--- config.mk ---
export PLATFORM = sky130hd
export DESIGN_NAME = prog_loader
export DESIGN_NICKNAME = d
export VERILOG_FILES = /design/src/rtl/prog_loader_pkg.sv /design/src/rtl/loader_word_pack.sv /design/src/rtl/prog_loader.sv
export SDC_FILE = /design/constraint.sdc
export NUM_CORES = 1
export LEC_CHECK = 0
export ABC_AREA = 1
export CAP_MARGIN = 20
export CORE_ASPECT_RATIO = 1.5
export CORE_MARGIN = 2
export CORE_UTILIZATION = 54
export DETAILED_ROUTE_END_ITERATION = 7
export MAX_ROUTING_LAYER = met4
export PLACE_DENSITY = 0.85
export SYNTH_ARGS = -nofsm -noshare
export SYNTH_HDL_FRONTEND = slang
export SYNTH_SLANG_ARGS = --single-unit
--- constraint.sdc ---
create_clock -name clk -period 2.9 [get_ports clk]
set_input_delay 0.87 -clock clk [delete_from_list [all_inputs] [get_ports clk]]
set_output_delay 0.87 -clock clk [all_outputs]
set_load 0.05 [all_outputs]
--- src/rtl/prog_loader_pkg.sv ---
// prog_loader_pkg: shared state encoding and framing constants for the boot loader.
// Latency: n/a (types and constants only).
// Backpressure: n/a.
package prog_loader_pkg;

  typedef enum logic [2:0] {
    IDLE,
    HDR,
    LOAD,
    WRITE,
    CSUM,
    DONE,
    ERR
  } state_t;

  localparam int HDR_BYTES      = 2;
  localparam int BYTES_PER_WORD = 4;

endpackage

--- src/rtl/loader_word_pack.sv ---
// loader_word_pack: packs payload bytes MSB-first into 32-bit words.
// Latency: word/word_valid are combinational on the 4th byte; the earlier 3 bytes are registered.
// Backpressure: none of its own; it shifts only when the parent asserts take.
module loader_word_pack
  import prog_loader_pkg::*;
(
  input  logic        clk,
  input  logic        rst_n,
  input  logic        clr,
  input  logic        take,
  input  logic [7:0]  in_byte,
  output logic [31:0] word,
  output logic        word_valid
);

  localparam logic [1:0] LAST_BYTE = 2'(BYTES_PER_WORD - 1);

  // Only the three earlier bytes need storage; the 4th is the byte on the bus.
  logic [23:0] sr;
  logic [1:0]  cnt;

  assign word       = {sr, in_byte};
  assign word_valid = take && (cnt == LAST_BYTE);

  // Shift register and byte position; cleared at the start of every session.
  always_ff @(posedge clk or negedge rst_n) begin
    if (!rst_n) begin
      sr  <= '0;
      cnt <= '0;
    end else if (clr) begin
      sr  <= '0;
      cnt <= '0;
    end else if (take) begin
      sr  <= word[23:0];
      cnt <= cnt + 2'd1;
    end
  end

endmodule

--- src/rtl/prog_loader.sv ---
// prog_loader: fills program memory from a byte stream (2-byte count header, big-endian words), then releases the core.
// Latency: write strobe in the cycle after a word's 4th byte; 5 cycles/word at full rate. Optional LOADER_CHECKSUM_EN adds a trailing sum byte.
// Backpressure: in_ready only in HDR/LOAD/CSUM, low during the write cycle; waits forever on in_valid.
module prog_loader #(
  parameter int MEM_BYTES = 4096,
  parameter int CNT_W     = 16
) (
  input  logic        clk,
  input  logic        rst_n,
  input  logic        start,
  input  logic [7:0]  in_data,
  input  logic        in_valid,
  output logic        in_ready,
  output logic        mem_write,
  output logic [31:0] mem_address,
  output logic [31:0] mem_inst,
  output logic        cpu_run,
  output logic        busy,
  output logic        done,
  output logic        error
);
  import prog_loader_pkg::*;

  localparam int               WORDS    = MEM_BYTES / BYTES_PER_WORD;
  localparam int               IDX_W    = $clog2(WORDS) + 1;
  localparam logic [CNT_W-1:0] N_MAX    = CNT_W'(WORDS);
  localparam logic             HDR_LAST = 1'(HDR_BYTES - 1);

  state_t           state, nxt;
  logic             hdr_cnt;
  logic [CNT_W-9:0] n_hi;
  logic [CNT_W-1:0] n_full, n_words;
  logic [IDX_W-1:0] idx, idx_nxt;
  logic             hdr_entry, hdr_done, take, last_word, word_valid;
  logic [31:0]      word;

  assign n_full    = {n_hi, in_data};
  assign hdr_done  = (state == HDR) && in_valid && (hdr_cnt == HDR_LAST);
  assign take      = (state == LOAD) && in_valid;
  assign idx_nxt   = idx + 1'b1;
  assign last_word = (CNT_W'(idx_nxt) == n_words);
  // A start accepted from IDLE/DONE/ERR opens a fresh session.
  assign hdr_entry = (state != HDR) && (nxt == HDR);

  loader_word_pack u_pack (
    .clk        (clk),
    .rst_n      (rst_n),
    .clr        (hdr_entry),
    .take       (take),
    .in_byte    (in_data),
    .word       (word),
    .word_valid (word_valid)
  );

`ifdef LOADER_CHECKSUM_EN
  logic [7:0] sum;

  // Running 8-bit sum of payload bytes only; header bytes never reach it.
  always_ff @(posedge clk or negedge rst_n) begin
    if (!rst_n)         sum <= '0;
    else if (hdr_entry) sum <= '0;
    else if (take)      sum <= sum + in_data;
  end
`endif

  // State register.
  always_ff @(posedge clk or negedge rst_n) begin
    if (!rst_n) state <= IDLE;
    else        state <= nxt;
  end

  // Next-state selection and state-decoded outputs.
  always_comb begin
    nxt       = state;
    in_ready  = 1'b0;
    busy      = 1'b0;
    mem_write = 1'b0;
    cpu_run   = 1'b0;
    done      = 1'b0;
    error     = 1'b0;
    unique case (state)
      IDLE: if (start) nxt = HDR;
      HDR: begin
        in_ready = 1'b1;
        busy     = 1'b1;
        if (hdr_done) begin
          if (n_full == '0)        nxt = DONE;
          else if (n_full > N_MAX) nxt = ERR;
          else                     nxt = LOAD;
        end
      end
      LOAD: begin
        in_ready = 1'b1;
        busy     = 1'b1;
        if (word_valid) nxt = WRITE;
      end
      WRITE: begin
        busy      = 1'b1;
        mem_write = 1'b1;
        if (last_word) begin
`ifdef LOADER_CHECKSUM_EN
          nxt = CSUM;
`else
          nxt = DONE;
`endif
        end else begin
          nxt = LOAD;
        end
      end
      CSUM: begin
        in_ready = 1'b1;
        busy     = 1'b1;
`ifdef LOADER_CHECKSUM_EN
        if (in_valid) nxt = (in_data == sum) ? DONE : ERR;
`endif
      end
      DONE: begin
        cpu_run = 1'b1;
        done    = 1'b1;
        if (start) nxt = HDR;
      end
      ERR: begin
        error = 1'b1;
        if (start) nxt = HDR;
      end
      default: nxt = IDLE;
    endcase
  end

  // Header capture: shift in count bytes MSB-first, latch the full count on the last one.
  always_ff @(posedge clk or negedge rst_n) begin
    if (!rst_n) begin
      hdr_cnt <= 1'b0;
      n_hi    <= '0;
      n_words <= '0;
    end else if (hdr_entry) begin
      hdr_cnt <= 1'b0;
      n_hi    <= '0;
    end else if ((state == HDR) && in_valid) begin
      hdr_cnt <= hdr_cnt + 1'b1;
      n_hi    <= n_full[CNT_W-9:0];
      if (hdr_done) n_words <= n_full;
    end
  end

  // Word index advances at the end of each write cycle.
  always_ff @(posedge clk or negedge rst_n) begin
    if (!rst_n)              idx <= '0;
    else if (hdr_entry)      idx <= '0;
    else if (state == WRITE) idx <= idx_nxt;
  end

  // Write address/data registered on the 4th byte so they are valid throughout WRITE and hold afterwards.
  always_ff @(posedge clk or negedge rst_n) begin
    if (!rst_n) begin
      mem_address <= '0;
      mem_inst    <= '0;
    end else if (word_valid) begin
      mem_address <= 32'({idx, 2'b00});
      mem_inst    <= word;
    end
  end

endmodule

==> out/metrics.cfg <==
[outcome]
status=complete, no violations

[floorplan]
ios=82
die_x_um=85.2
die-area_sq_um=10700
coreArea_sq_um=9630
num_rows=44
fp.dieH_um=126
initial_core_util_pct=55.4

[clock_tree]
cts_hold_buffers=0
h-tree-depth=3
cts_buffers=9
clock_path_buffers=2
cts.sinks=108
cts_repair_resize_count=0
cts_root_buf=clkbuf_16
cts_tree=yes
post_cts.repair.setup_buffers=0
path_clk_slew_ns=0.07
clock_latency_ns=0.35

[sta]
slew_headroom_pct=64.4
grt_setup_unrepaired=false
clock_skew_ns=0.00832
hold_viol=0
period_share_pct=93.9
fmax_mhz=367
worstMarginPinSlew_ns=0.532
fin_crit_ns=2.72
whs_ns=0.467
finalSetupViolations=0
slew_viol_final=0

[global_route]
grt_pass1_wl_um=20600
gr-total-overflow=0
antenna_found_initial=0
grt_max_degree=63
grt_util_all_layers_pct=24.9
grt_pass1_vias=4350

[worst_setup_path]
critPathLaunch=state[0]$_DFF_PN0_
rr_startpoint=idx[0]$_DFFE_PN0P_
critPathKind=flop to output pin
worst-path-max-fanout=5
cp.arrival_ns=1.85
endpoint_kind=output pin
critical_path_required_ns=2.03
start_kind=flop

[power]
p_leak_nw=3.30
powerDensity_nw_per_um2=853
vdd_ir_drop_max_v=0.000496

[finish]
finalNonFillerCells=844
finalInstanceArea_sq_um=6370
nNetsFinal=739
num_antenna_cells=0
drive_gt1_share_pct=10.7
area_growth_pct=19.3
fillers=718

[drt]
initialDrtViolationCount=382
firstDrtPassIters=5
vias_per_cell=5.32
wirelength_um=12400
final_antenna_net_count=0
drcViolationCount=0
routedWlPerCell_um=14.7
vias=4488

[yosys]
synth_largest_area_cell=dfrtp_1
synthTopCellsByCount=nand2_1, dfrtp_1, inv_1
synthCells=664
synthFlopType=dfrtp_1
synth.distinct_cells=31
synth_area_leaders=dfrtp_1, nand2_1, inv_1
yosysSeqAreaShare_pct=50.6
yosysMostFrequentCell=nand2_1
ys_warn_count=0
yosysTopAreaCellShare_pct=50.6
ys_ff_latch=108
synth_async_sr_flop_share_pct=100
netlist_area_sq_um=5340
synth.avg_cell_area_sq_um=8.04
synth_edf_count=0

[placed_design]
hpwl_um=8590
place_congestion=0.921
placed_cell_area_sq_um=6040
dp_cells=829
io_buffers=60

[flow_run]
drv_cap=0

[min_path]
hold_path_class=input port to asynchronous set/reset pin

-- layout by cell type, fill, tap and decap left out, types with 2 or more instances in the layout --
cell type        Yosys  layout
nand3_1             62      62
nand3_2              4       4
nor2_1              33      33
buf_4               22      15
o21ai_0             71      71
nor2_2               7       7
conb_1               1      21
a21oi_1              7       7
dfrtp_1            108     108
nor2_4               2       2
nand4_1              9       9
nand2_1            179     178
inv_1               96      96
or2_2                2       2
clkdlybuf4s50_1      0      56
clkbuf_16            0       9
ha_1                 2       2
nand2_2              8       9
inv_2                6       6
buf_12               0       6
mux2_2              10      10
bufinv_16            0       2
-- area by class of cell --
type	instances	area, sq um	area share, %
tap	115	144	2.26
multi-input combinational	426	2020	31.7
clock buffer	10	239	3.75
inverter	103	387	6.07
clock inverter	5	85.1	1.34
timing repair buffer	77	793	12.5
sequential	108	2700	42.5
-- power breakdown --
| part | switching (W) | total [W] | leakage (nW) | internal [W] |
|---|---|---|---|---|
| sequential | 0.000264 | 0.00208 | 1.46 | 0.00182 |
| combinational | 0.00135 | 0.00202 | 1.68 | 0.000670 |
| clock | 0.000546 | 0.00133 | 0.155 | 0.000780 |
| total | 0.00216 | 0.00543 | 3.30 | 0.00327 |
-- per-layer routing --
layer | vias to the layer above | routed length (um) | global-route usage [%]
met5 | - | 0 | -
met4 | 0 | 538 | 12.3
met3 | 48 | 660 | 4.46
met2 | 193 | 6530 | 41.7
met1 | 2098 | 4650 | 28.5
li1 | 2149 | - | -
-- worst max-delay path: stages (launching register included) --
cell             delay [ns]
dfrtp_1                0.41
inv_1                  0.05
nor2_1                 0.12
nand2_1                0.07
inv_1                  0.07
clkdlybuf4s50_1        0.79
-- registers in the layout (all words and copies together) (netlist names) --
name / cells
u_pack.cnt: 2
idx: 11
hdr_cnt: 1
n_words: 16
mem_address: 11
mem_inst: 32
state: 3
u_pack.sr: 24
n_hi: 8
-- path summary, 6_finish.rpt --
path	endpoint	slack, ns	cells after the start
worst max-delay path	done	0.18	5
worst min-delay path	u_pack.sr[10]$_DFFE_PN0P_	0.47	1
worst max register to register	u_pack.sr[1]$_DFFE_PN0P_	0.33	14
worst min register to register	mem_address[9]$_DFFE_PN0P_	0.49	2
max in group asynchronous	u_pack.sr[6]$_DFFE_PN0P_	1.72	2
min in group clk	mem_address[9]$_DFFE_PN0P_	0.49	2
-- cell families (layout without fill, tap and decap cells) --
group	count (synthesis)	after routing	synth area share (%)
mux	10	10	2.11
fa+ha+maj	2	2	0.469
compound gates	82	82	7.88
xor+xnor	1	1	0.164
other cells	1	21	0.0703
buf+inv	150	195	13.0
flops	108	108	50.6
simple gates	310	310	25.6
-- metrics by stage --
step                utilization, %  setup WS [ns]  TNS [ns]  power, W
floorplan                        -          0.496         0   0.00357
global placement              62.7         0.0656         0   0.00399
detailed placement            62.7        -0.0223   -0.0753   0.00407
CTS                           66.1          0.160         0   0.00543
global route                  66.1         0.0489         0   0.00574
finish                        66.1          0.178         0   0.00543
(Power assumes the default switching activity.)
